==> src/rtl/serial_memory_loader_pkg.sv <==
// Shared command codes, reply bytes and FSM state encoding for the host-link memory loader.
package serial_memory_loader_pkg;

  localparam logic [7:0] CMD_WRITE = 8'h57;
  localparam logic [7:0] CMD_READ  = 8'h52;
  localparam logic [7:0] CMD_PAUSE = 8'h50;
  localparam logic [7:0] CMD_GO    = 8'h47;

  localparam logic [7:0] ACK_BYTE  = 8'h06;
  localparam logic [7:0] NAK_BYTE  = 8'h15;

  typedef enum logic [3:0] {
    ST_IDLE,
    ST_ADDR,
    ST_DATA,
    ST_WRITE,
    ST_READ_ISSUE,
    ST_READ_CAPTURE,
    ST_SEND,
    ST_ACK,
    ST_NAK
  } loaderState_t;

endpackage

==> src/rtl/serial_memory_loader_byte_shift_assembler.sv <==
// Four-byte MSB-first shift register with a byte counter; done marks the shift that completes a word.
module byte_shift_assembler (
  input  logic        clk,
  input  logic        rst,
  input  logic        clear,
  input  logic        load,
  input  logic [31:0] loadValue,
  input  logic        shiftEn,
  input  logic [7:0]  shiftIn,
  output logic [31:0] word,
  output logic        done
);

  logic [1:0] count;

  always_ff @(posedge clk or negedge rst) begin
    if (!rst) begin
      word  <= '0;
      count <= '0;
    end else if (clear) begin
      word  <= '0;
      count <= '0;
    end else if (load) begin
      word  <= loadValue;
      count <= '0;
    end else if (shiftEn) begin
      word  <= {word[23:0], shiftIn};
      count <= count + 2'd1;
    end
  end

  // Count wraps to zero on the 4th shift, so the next field starts clean.
  assign done = shiftEn && !clear && !load && (count == 2'd3);

endmodule

==> src/rtl/serial_memory_loader.sv <==
// Host-link front end: decodes framed UART commands into word loads/reads on the external
// memory port and pause/run control, replying over a byte-wide TX handshake.
//
// state           | meaning
// ST_IDLE         | waiting for a command byte
// ST_ADDR         | collecting 4 address bytes (timed)
// ST_DATA         | collecting 4 write-data bytes (timed)
// ST_WRITE        | single-cycle word write on the external bus
// ST_READ_ISSUE   | read mode asserted, memory producing data
// ST_READ_CAPTURE | read data registered into the reply word
// ST_SEND         | streaming 4 reply bytes, MSB first
// ST_ACK / ST_NAK | presenting 0x06 / 0x15 until accepted
module serial_memory_loader
  import serial_memory_loader_pkg::*;
#(
  parameter int unsigned TIMEOUT_CYCLES = 1000000,
  parameter bit          START_PAUSED   = 1'b1,
  parameter logic [2:0]  MODE_NONE      = 3'd0,
  parameter logic [2:0]  MODE_WORD      = 3'd3
) (
  input  logic        clk,
  input  logic        rst,
  input  logic [7:0]  rxData,
  input  logic        rxValid,
  output logic [7:0]  txData,
  output logic        txValid,
  input  logic        txReady,
  output logic        pause,
  output logic        externalMemoryControl,
  output logic [31:0] externalAddress,
  output logic [31:0] externalData,
  output logic [2:0]  externalReadMode,
  output logic [2:0]  externalWriteMode,
  input  logic [31:0] externalDataOut,
  output logic        busy,
  output logic        overrun
);

  localparam int unsigned TIMER_W = $clog2(TIMEOUT_CYCLES + 1);
  localparam logic [TIMER_W-1:0] TIMER_LOAD = TIMER_W'(TIMEOUT_CYCLES - 1);

  loaderState_t       state;
  logic [TIMER_W-1:0] timer;
  logic               isWrite;

  logic        frameStart;
  logic        addrShift, addrDone;
  logic        dataShift, dataDone;
  logic        replyLoad, replyShift, replyDone;
  logic [31:0] addrWord, dataWord, replyWord;

  assign frameStart = (state == ST_IDLE) && rxValid && pause &&
                      ((rxData == CMD_WRITE) || (rxData == CMD_READ));
  assign addrShift  = (state == ST_ADDR) && rxValid;
  assign dataShift  = (state == ST_DATA) && rxValid;
  assign replyLoad  = (state == ST_READ_CAPTURE);
  assign replyShift = (state == ST_SEND) && txValid && txReady;

  byte_shift_assembler uAddr (
    .clk(clk), .rst(rst), .clear(frameStart), .load(1'b0), .loadValue(32'h0),
    .shiftEn(addrShift), .shiftIn(rxData), .word(addrWord), .done(addrDone)
  );

  byte_shift_assembler uData (
    .clk(clk), .rst(rst), .clear(frameStart), .load(1'b0), .loadValue(32'h0),
    .shiftEn(dataShift), .shiftIn(rxData), .word(dataWord), .done(dataDone)
  );

  byte_shift_assembler uReply (
    .clk(clk), .rst(rst), .clear(1'b0), .load(replyLoad), .loadValue(externalDataOut),
    .shiftEn(replyShift), .shiftIn(8'h00), .word(replyWord), .done(replyDone)
  );

  assign externalAddress = addrWord;
  assign externalData    = dataWord;
  assign busy            = (state != ST_IDLE);

  always_ff @(posedge clk or negedge rst) begin
    if (!rst) begin
      state                 <= ST_IDLE;
      pause                 <= START_PAUSED;
      externalMemoryControl <= 1'b0;
      externalReadMode      <= MODE_NONE;
      externalWriteMode     <= MODE_NONE;
      txValid               <= 1'b0;
      txData                <= 8'h00;
      overrun               <= 1'b0;
      timer                 <= '0;
      isWrite               <= 1'b0;
    end else begin
      overrun <= 1'b0;
      case (state)
        ST_IDLE: begin
          if (rxValid) begin
            if (rxData == CMD_PAUSE || rxData == CMD_GO) begin
              pause   <= (rxData == CMD_PAUSE);
              txData  <= ACK_BYTE;
              txValid <= 1'b1;
              state   <= ST_ACK;
            end else if (frameStart) begin
              isWrite <= (rxData == CMD_WRITE);
              timer   <= TIMER_LOAD;
              state   <= ST_ADDR;
            end else begin
              // Unknown byte, or W/R while the processor runs: memory stays untouched.
              txData  <= NAK_BYTE;
              txValid <= 1'b1;
              state   <= ST_NAK;
            end
          end
        end
        ST_ADDR: begin
          if (rxValid) begin
            timer <= TIMER_LOAD;
            if (addrDone) begin
              if (isWrite) begin
                state <= ST_DATA;
              end else begin
                externalMemoryControl <= 1'b1;
                externalReadMode      <= MODE_WORD;
                state                 <= ST_READ_ISSUE;
              end
            end
          end else if (timer == '0) begin
            txData  <= NAK_BYTE;
            txValid <= 1'b1;
            state   <= ST_NAK;
          end else begin
            timer <= timer - 1'b1;
          end
        end
        ST_DATA: begin
          if (rxValid) begin
            timer <= TIMER_LOAD;
            if (dataDone) begin
              externalMemoryControl <= 1'b1;
              externalWriteMode     <= MODE_WORD;
              state                 <= ST_WRITE;
            end
          end else if (timer == '0) begin
            txData  <= NAK_BYTE;
            txValid <= 1'b1;
            state   <= ST_NAK;
          end else begin
            timer <= timer - 1'b1;
          end
        end
        ST_WRITE: begin
          externalMemoryControl <= 1'b0;
          externalWriteMode     <= MODE_NONE;
          txData                <= ACK_BYTE;
          txValid               <= 1'b1;
          state                 <= ST_ACK;
        end
        ST_READ_ISSUE: begin
          state <= ST_READ_CAPTURE;
        end
        ST_READ_CAPTURE: begin
          externalMemoryControl <= 1'b0;
          externalReadMode      <= MODE_NONE;
          txData                <= externalDataOut[31:24];
          txValid               <= 1'b1;
          state                 <= ST_SEND;
        end
        ST_SEND: begin
          if (txReady) begin
            if (replyDone) begin
              txValid <= 1'b0;
              state   <= ST_IDLE;
            end else begin
              txData <= replyWord[23:16];
            end
          end
        end
        ST_ACK, ST_NAK: begin
          if (txReady) begin
            txValid <= 1'b0;
            state   <= ST_IDLE;
          end
        end
        default: state <= ST_IDLE;
      endcase
      if (rxValid && !(state inside {ST_IDLE, ST_ADDR, ST_DATA})) overrun <= 1'b1;
    end
  end

endmodule
==> config.mk <==
export PLATFORM = sky130hd
export DESIGN_NAME = serial_memory_loader
export DESIGN_NICKNAME = d
export VERILOG_FILES = /design/src/rtl/serial_memory_loader_pkg.sv /design/src/rtl/serial_memory_loader_byte_shift_assembler.sv /design/src/rtl/serial_memory_loader.sv
export SDC_FILE = /design/constraint.sdc
export NUM_CORES = 1
export LEC_CHECK = 0
export CORE_MARGIN = 2
export CORE_UTILIZATION = 48
export CTS_BUF_LIST = sky130_fd_sc_hd__clkbuf_4
export DETAILED_ROUTE_END_ITERATION = 8
export GPL_ROUTABILITY_DRIVEN = 0
export MAX_ROUTING_LAYER = met4
export PLACE_DENSITY = 0.81
export SETUP_SLACK_MARGIN = 0.15
export SKIP_CTS_REPAIR_TIMING = 1
export SYNTH_ARGS = -nofsm -noshare
export SYNTH_HDL_FRONTEND = slang
export SYNTH_SLANG_ARGS = --single-unit
==> constraint.sdc <==
create_clock -name clk -period 2.84 [get_ports clk]
set_clock_uncertainty 0.15 [all_clocks]
set_input_delay 0.568 -clock clk [delete_from_list [all_inputs] [get_ports clk]]
set_output_delay 0.568 -clock clk [all_outputs]
set_load 0.1 [all_outputs]
Word-level counts from Yosys, hierarchy flattened

Index checks and enable logic that the tools add are counted.

Register bits: 137
Output and inout bits: 83
Logic and storage cells: 160

$add $sub $neg: 4
Eq/ne operators: 33
Muxes and demuxes: 62
Bitwise logic cells: 1
Reductions and logical operators: 44

Operator list:

| kind                                                                  | count |
|---|---|
| 32-bit 2-to-1 mux                                                     | 4 |
| 20-bit 2-to-1 mux                                                     | 5 |
| 8-bit 2-to-1 mux                                                      | 7 |
| 24-bit 2-to-1 mux                                                     | 2 |
| 4-bit 2-to-1 mux                                                      | 11 |
| 20-bit case mux with 2 select lines                                   | 1 |
| 8-bit case mux with 5 select lines                                    | 1 |
| 8-bit by 7-bit equality test with 1-bit output, second input constant | 4 |
| 4-bit case mux with 8 select lines                                    | 1 |
| 2-bit != test, second input constant                                  | 12 |
| 20-bit logical NOT                                                    | 1 |
| 20-bit by 1-bit subtractor with 20-bit output, second input constant  | 1 |
| 3-bit 2-to-1 mux                                                      | 6 |
| 4-bit by 3-bit equality test with 1-bit output, second input constant | 4 |
| 1-bit logical AND                                                     | 14 |
| 1-bit 2-to-1 mux                                                      | 14 |
| 2-bit 2-to-1 mux                                                      | 6 |
| 3-bit != test, second input constant                                  | 4 |
| 3-bit case mux with 2 select lines                                    | 2 |
| 6-bit AND reduction                                                   | 2 |
| 2-bit nonzero test                                                    | 6 |
| 5-bit nonzero test                                                    | 2 |
| 4-bit by 2-bit equality test with 1-bit output, second input constant | 2 |
| 4-bit AND reduction                                                   | 2 |
| other kinds (18)                                                      | 30 |

Logic depth before layout (Yosys ltp)

Word-level depth: 10
Mapped depth: 10

Hierarchy

A second synthesis with hierarchy kept.

Cells, all modules: 756
Area, all modules: 8214.1 um^2

Modules (own cells, without submodules):

| module               | times used | cells an instance | area each (um^2) | sequential area each (um^2) |
|---|---|---|---|---|
| byte_shift_assembler | 3          | 152               | 1854.3           | 850.8 |
| serial_memory_loader | 1          | 300               | 2651.3           | 977.2 |

Worst setup path before layout

OpenSTA, ideal clock, no wires.

Path kind: in2reg
Start: input rxData[2]
End: register txData[0]
Setup time: 125 ps
Arrival: 2182 ps
Required time: 2565 ps
Slack: 382 ps
Stages on the path: 6
Buffers on the path: 1
Cell sequence: clkbuf_1 -> or4b_2 -> a21boi_2 -> o22ai_1 -> a221o_1 -> mux2_2

Cells in the longest elaborated chain, start to end: 5
Elaborated cells on any way between the ends: 12

RTL lines:

| item                                                                             | line                                                   | RTL |
|---|---|---|
| start: declaration                                                               | serial_memory_loader.sv:23                             | `input logic [7:0] rxData,` |
| 8-bit by 7-bit equality test with 1-bit output, on equally long branches         | serial_memory_loader.sv:95, serial_memory_loader.sv:53 |  |
| 1-bit logical OR, on equally long branches                                       | serial_memory_loader.sv:95, serial_memory_loader.sv:53 |  |
| 8-bit 2-to-1 mux / 1-bit logical AND (equally long branches)                     | serial_memory_loader.sv:95, serial_memory_loader.sv:52 |  |
| 8-bit 2-to-1 mux / 3-bit != test (equally long branches)                         | --                                                     |  |
| 8-bit case mux with 5 select lines / 7-bit AND reduction (equally long branches) | --                                                     |  |
| end signal: assignment                                                           | serial_memory_loader.sv:161                            | `txData <= externalDataOut[31:24];` |
| end signal: assignment                                                           | serial_memory_loader.sv:171                            | `txData <= replyWord[23:16];` |
| end: declaration                                                                 | serial_memory_loader.sv:25                             | `output logic [7:0] txData,` |

Several ways; a longest one is shown, not always the timed one. The select of a mux whose other input is x is not followed.
A chain may end at the register's enable or synchronous reset.

Worst setup path after layout

Start: register state[1]
End: output busy

Cells in the longest elaborated chain, start to end: 1

RTL lines:

| item                     | line                        | RTL |
|---|---|---|
| start: declaration       | serial_memory_loader.sv:42  | `loaderState_t state;` |
| start signal: assignment | serial_memory_loader.sv:80  | `state <= ST_IDLE;` |
| start signal: assignment | serial_memory_loader.sv:99  | `state <= ST_ACK;` |
| start signal: assignment | serial_memory_loader.sv:103 | `state <= ST_ADDR;` |
| 4-bit nonzero test       | serial_memory_loader.sv:76  | `assign busy = (state != ST_IDLE);` |
| end: declaration         | serial_memory_loader.sv:35  | `output logic busy,` |

Every way passes these cells.

==> results.md <==
- Number of pins with negative max-slew slack in the final report: 0
- Buffers from clock root to sink, at most: 2
- Power per standard cell area: between 600 and 700 nW/um2
- Max Cap Violations: 0
- Nature of the critical path startpoint: flop
- Adder-Cell Fraction of Synth Area: 0.00796
- Chip Height: 118 um
- Share of post-route cells with drive strength above 1: 0.223
- Fillers: 1072
- RSZ-0062 raised after global routing: yes
- Post-layout total power: 5.50 mW
- Clock insertion delay at the later pin of the skew report: about 550 ps
- Count of different cell masters after synthesis: 63
- Largest cells by area after synthesis: dfrtp_1 53%, nand2_1 12%, nand3_1 6.8%
- GRT met1 Usage: 0.296
- Remaining Overflow, GRT: 0
- WL per Instance: 15.6 um
- Launch point of the worst hold path: uReply.word[10]
- Worst min path class: flop to flop
- Peak ir drop on the vdd network: 0.000571 V
- Starting utilization of the core area: 0.494
- Area share of xor/xnor cells in the synthesized design: 0.0265
- Post-DR vias/cell: 5.46
- Global-route usage over all layers: 0.236
- Max frequency: 376 MHz
- Via count of the first global-routing pass: 5222
- Crit path cell chain: buf_4 > nor2_1 > nand2_1 > buf_12
- Post-Synthesis Cells: 679
- Num Clock Sinks: 133
- Sum of net half-perimeters after detailed placement: 11.0 mm
- Buffer and inverter count on the worst path: 2
- Async S/R FF share, synth: 1.00
- Maximum number of pins on one net before global-route repair: 69
- Critical path endpoint category: output pin
- Die outline area: about 14000 um2
- Setup slack at placement: -260 ps
- Synth warnings: 0
- Number of hold violations in the final report: 0
- Destination of the worst register-to-register timing path: timer[7]
- Cell Area, Synth: 6290 um2
- H-tree depth: 4
- Most utilized layer in the global route result: met2
- Final net count: around 870
- Register-to-register path setup slack: 320 ps
- Worst reg2reg startpoint: state[2]
- Final Critical Period: 2660 ps
- Arrival @ worst endpoint: 1940 ps
- Met2 Resource Use GR: 0.381
- Critical Setup Path Class: flop to output pin
- Area growth from synthesis to layout: 27.5%
- Depth of the worst register-to-register path: 7
- Combinational family with the most area after synthesis: simple AND/OR/NAND/NOR gates
- Clock Root Buffer: clkbuf_4
- Standard-cell rows: 41
- Overall via count from detail_route: between 5000 and 6000
- Final critical-path share of the clock period: 0.936
- WHS Path Cells: 2
- Clock transition time at the flip-flop clock pins of the worst setup and hold paths: approximately 110 ps
- Result of the run: completed
- Slack of the critical path: about 180 ps
- Residual DRC count: 0
- Share of synthesized area occupied by flip-flops and latches: 0.529
- Die Span X: 118 um
- Synthesized-area fraction occupied by ao, oa, aoi and oai cells: 0.111
- Flip-flop cell with the highest count after synthesis: dfrtp_1
- Family with the most delay on the worst path: simple AND/OR/NAND/NOR gates
- EDFF count, synth: 0
- Slew margin rel.: 0.540
- Post-Synth Simple-Gate Area: 0.269
- Crit-path slowest cell: dfrtp_1
- Antenna Violating Nets Remaining: 0
- Placeable core region: approximately 13000 um2
- Largest fanout on the critical path: 14
- Multiplexer area fraction after synthesis: 0.0191
- Clock tree from TritonCTS: done
- First-pass GRT wire length: 25.8 mm
- Leak Pwr: 3.97 nW
- Slew at the pin with the worst max-slew slack: approximately 700 ps
- Initial DRC count: 635
- Final setup fails: 0
- End of the worst hold path: uReply.word[10]
- Number of detailed-route iterations in the first pass: 7
- Clock buffers created by TritonCTS: 17
- CP max stage delay: between 400 and 500 ps
- Smallest hold slack: 343 ps
- Fraction of synthesized cell area taken by the top area cell type: 0.525
- Routing usage on met3: 0.0516
- Leading area contributor after synthesis: dfrtp_1
- Antenna violations before repair: 1
- Critical Path RT: 2120 ps
- Total wire length after detailed routing: between 15 and 20 mm
- Quantity of I/O buffers inserted on ports: 124
- Number of register bits inferred by synthesis: 133
- I/O pin total: approximately 130
- Avg Synthesized Cell Area: 9.26 um2
## cells by family (layout without fill, tap and decap cells)
family                     count (synthesis)  count (layout)
DFF                                      133             133
AOI/OAI and AO/OA                         91              91
other                                      1               3
adders and majority gates                  4               4
muxes                                     11              11
xor gates and xnor gates                  19              19
buffers and inverters                     51             201
and+or+nand+nor                          369             369
## stage by stage
stage / setup TNS, ps / utilization / instance area (um2) / instances
after detailed placement: -13600 / 0.604 / 7690 / 969
after CTS: 0 / 0.629 / 8000 / 1001
final: 0 / 0.630 / 8020 / 1003
after floorplan: 0 / - / 6290 / 680
after global routing: 0 / 0.630 / 8020 / 1003
after global placement: -9470 / 0.604 / 7690 / 969
## how the worst max path moves through the flow
stage / startpoint / endpoint / slack [ps] / cells past startpoint
after global placement: rxData[3] / timer[13] / -160 / 8
after CTS: state[1] / busy / 160 / 4
after floorplan: rxData[2] / txData[0] / 380 / 6
after detailed placement: rxData[3] / timer[6] / -260 / 8
after global routing: state[1] / busy / 70 / 4
final: state[1] / busy / 180 / 4
## power by group
group	switching, mW	internal [mW]	leakage, nW
clock	0.701	0.687	0.160
sequential	0.174	2.06	1.76
combinational	1.37	0.502	2.05
## Yosys cell counts (all sizes together), types with 4 or more instances
master   count
nand3       85
clkbuf      30
a211oi       6
ha           4
nor4         7
nor2        35
a2111oi      6
o21ai       20
a22o         5
nand2      203
mux2         8
xnor2       14
a21oi       11
xor2         5
o22ai        5
buf         16
a31oi       11
inv          5
a221o        4
a22oi       11
and3         4
or2          4
nor3        11
dfrtp      132
## final cells by class
type                       instances  area (um2)  share of cell area
sequential                       133        3330               0.415
multi-input combinational        496        2730               0.341
timing repair buffer             164        1400               0.175
tap                              172         215              0.0268
clock inverter                    15         186              0.0233
clock buffer                      17         128              0.0159
inverter                           5        18.8             0.00234
antenna                            1        2.50            0.000312
## flip-flops by register name, indices dropped and copies added, names as in the netlist, 2 cells and up
register      flops
uAddr.word       32
uData.word       32
uReply.word      24
timer            20
txData            8
state             4
uAddr.count       2
uData.count       2
uReply.count      2
## routing by layer
layer	wire (um)	vias up
li1	-	2608
met5	0	-
met4	284	0
met2	7940	181
met3	800	35
met1	6600	2649
## placed cells by master (no fill, tap or decap), types with 5 or more instances in the layout
master | synthesis | layout
nor3_1 | 11 | 11
o22ai_1 | 5 | 5
mux2_2 | 5 | 5
nor4_1 | 5 | 5
nand2_1 | 202 | 202
a22o_1 | 5 | 5
o21ai_0 | 18 | 18
inv_1 | 5 | 5
nand3_1 | 85 | 85
dfrtp_1 | 132 | 131
xnor2_1 | 14 | 14
clkdlybuf4s50_1 | 0 | 42
a2111oi_2 | 5 | 5
buf_12 | 0 | 5
a31oi_1 | 11 | 11
nor2_1 | 33 | 31
a21oi_1 | 11 | 11
a22oi_1 | 11 | 11
clkbuf_4 | 0 | 17
buf_4 | 4 | 116
xor2_1 | 5 | 5
## tightest hold or removal path: cells and delay by family (launching register included)
kind | cells | cell delay, ps
flip-flops | 1 | 360
AND/OR/NAND/NOR | 2 | 100
(Power assumes the default switching activity.)
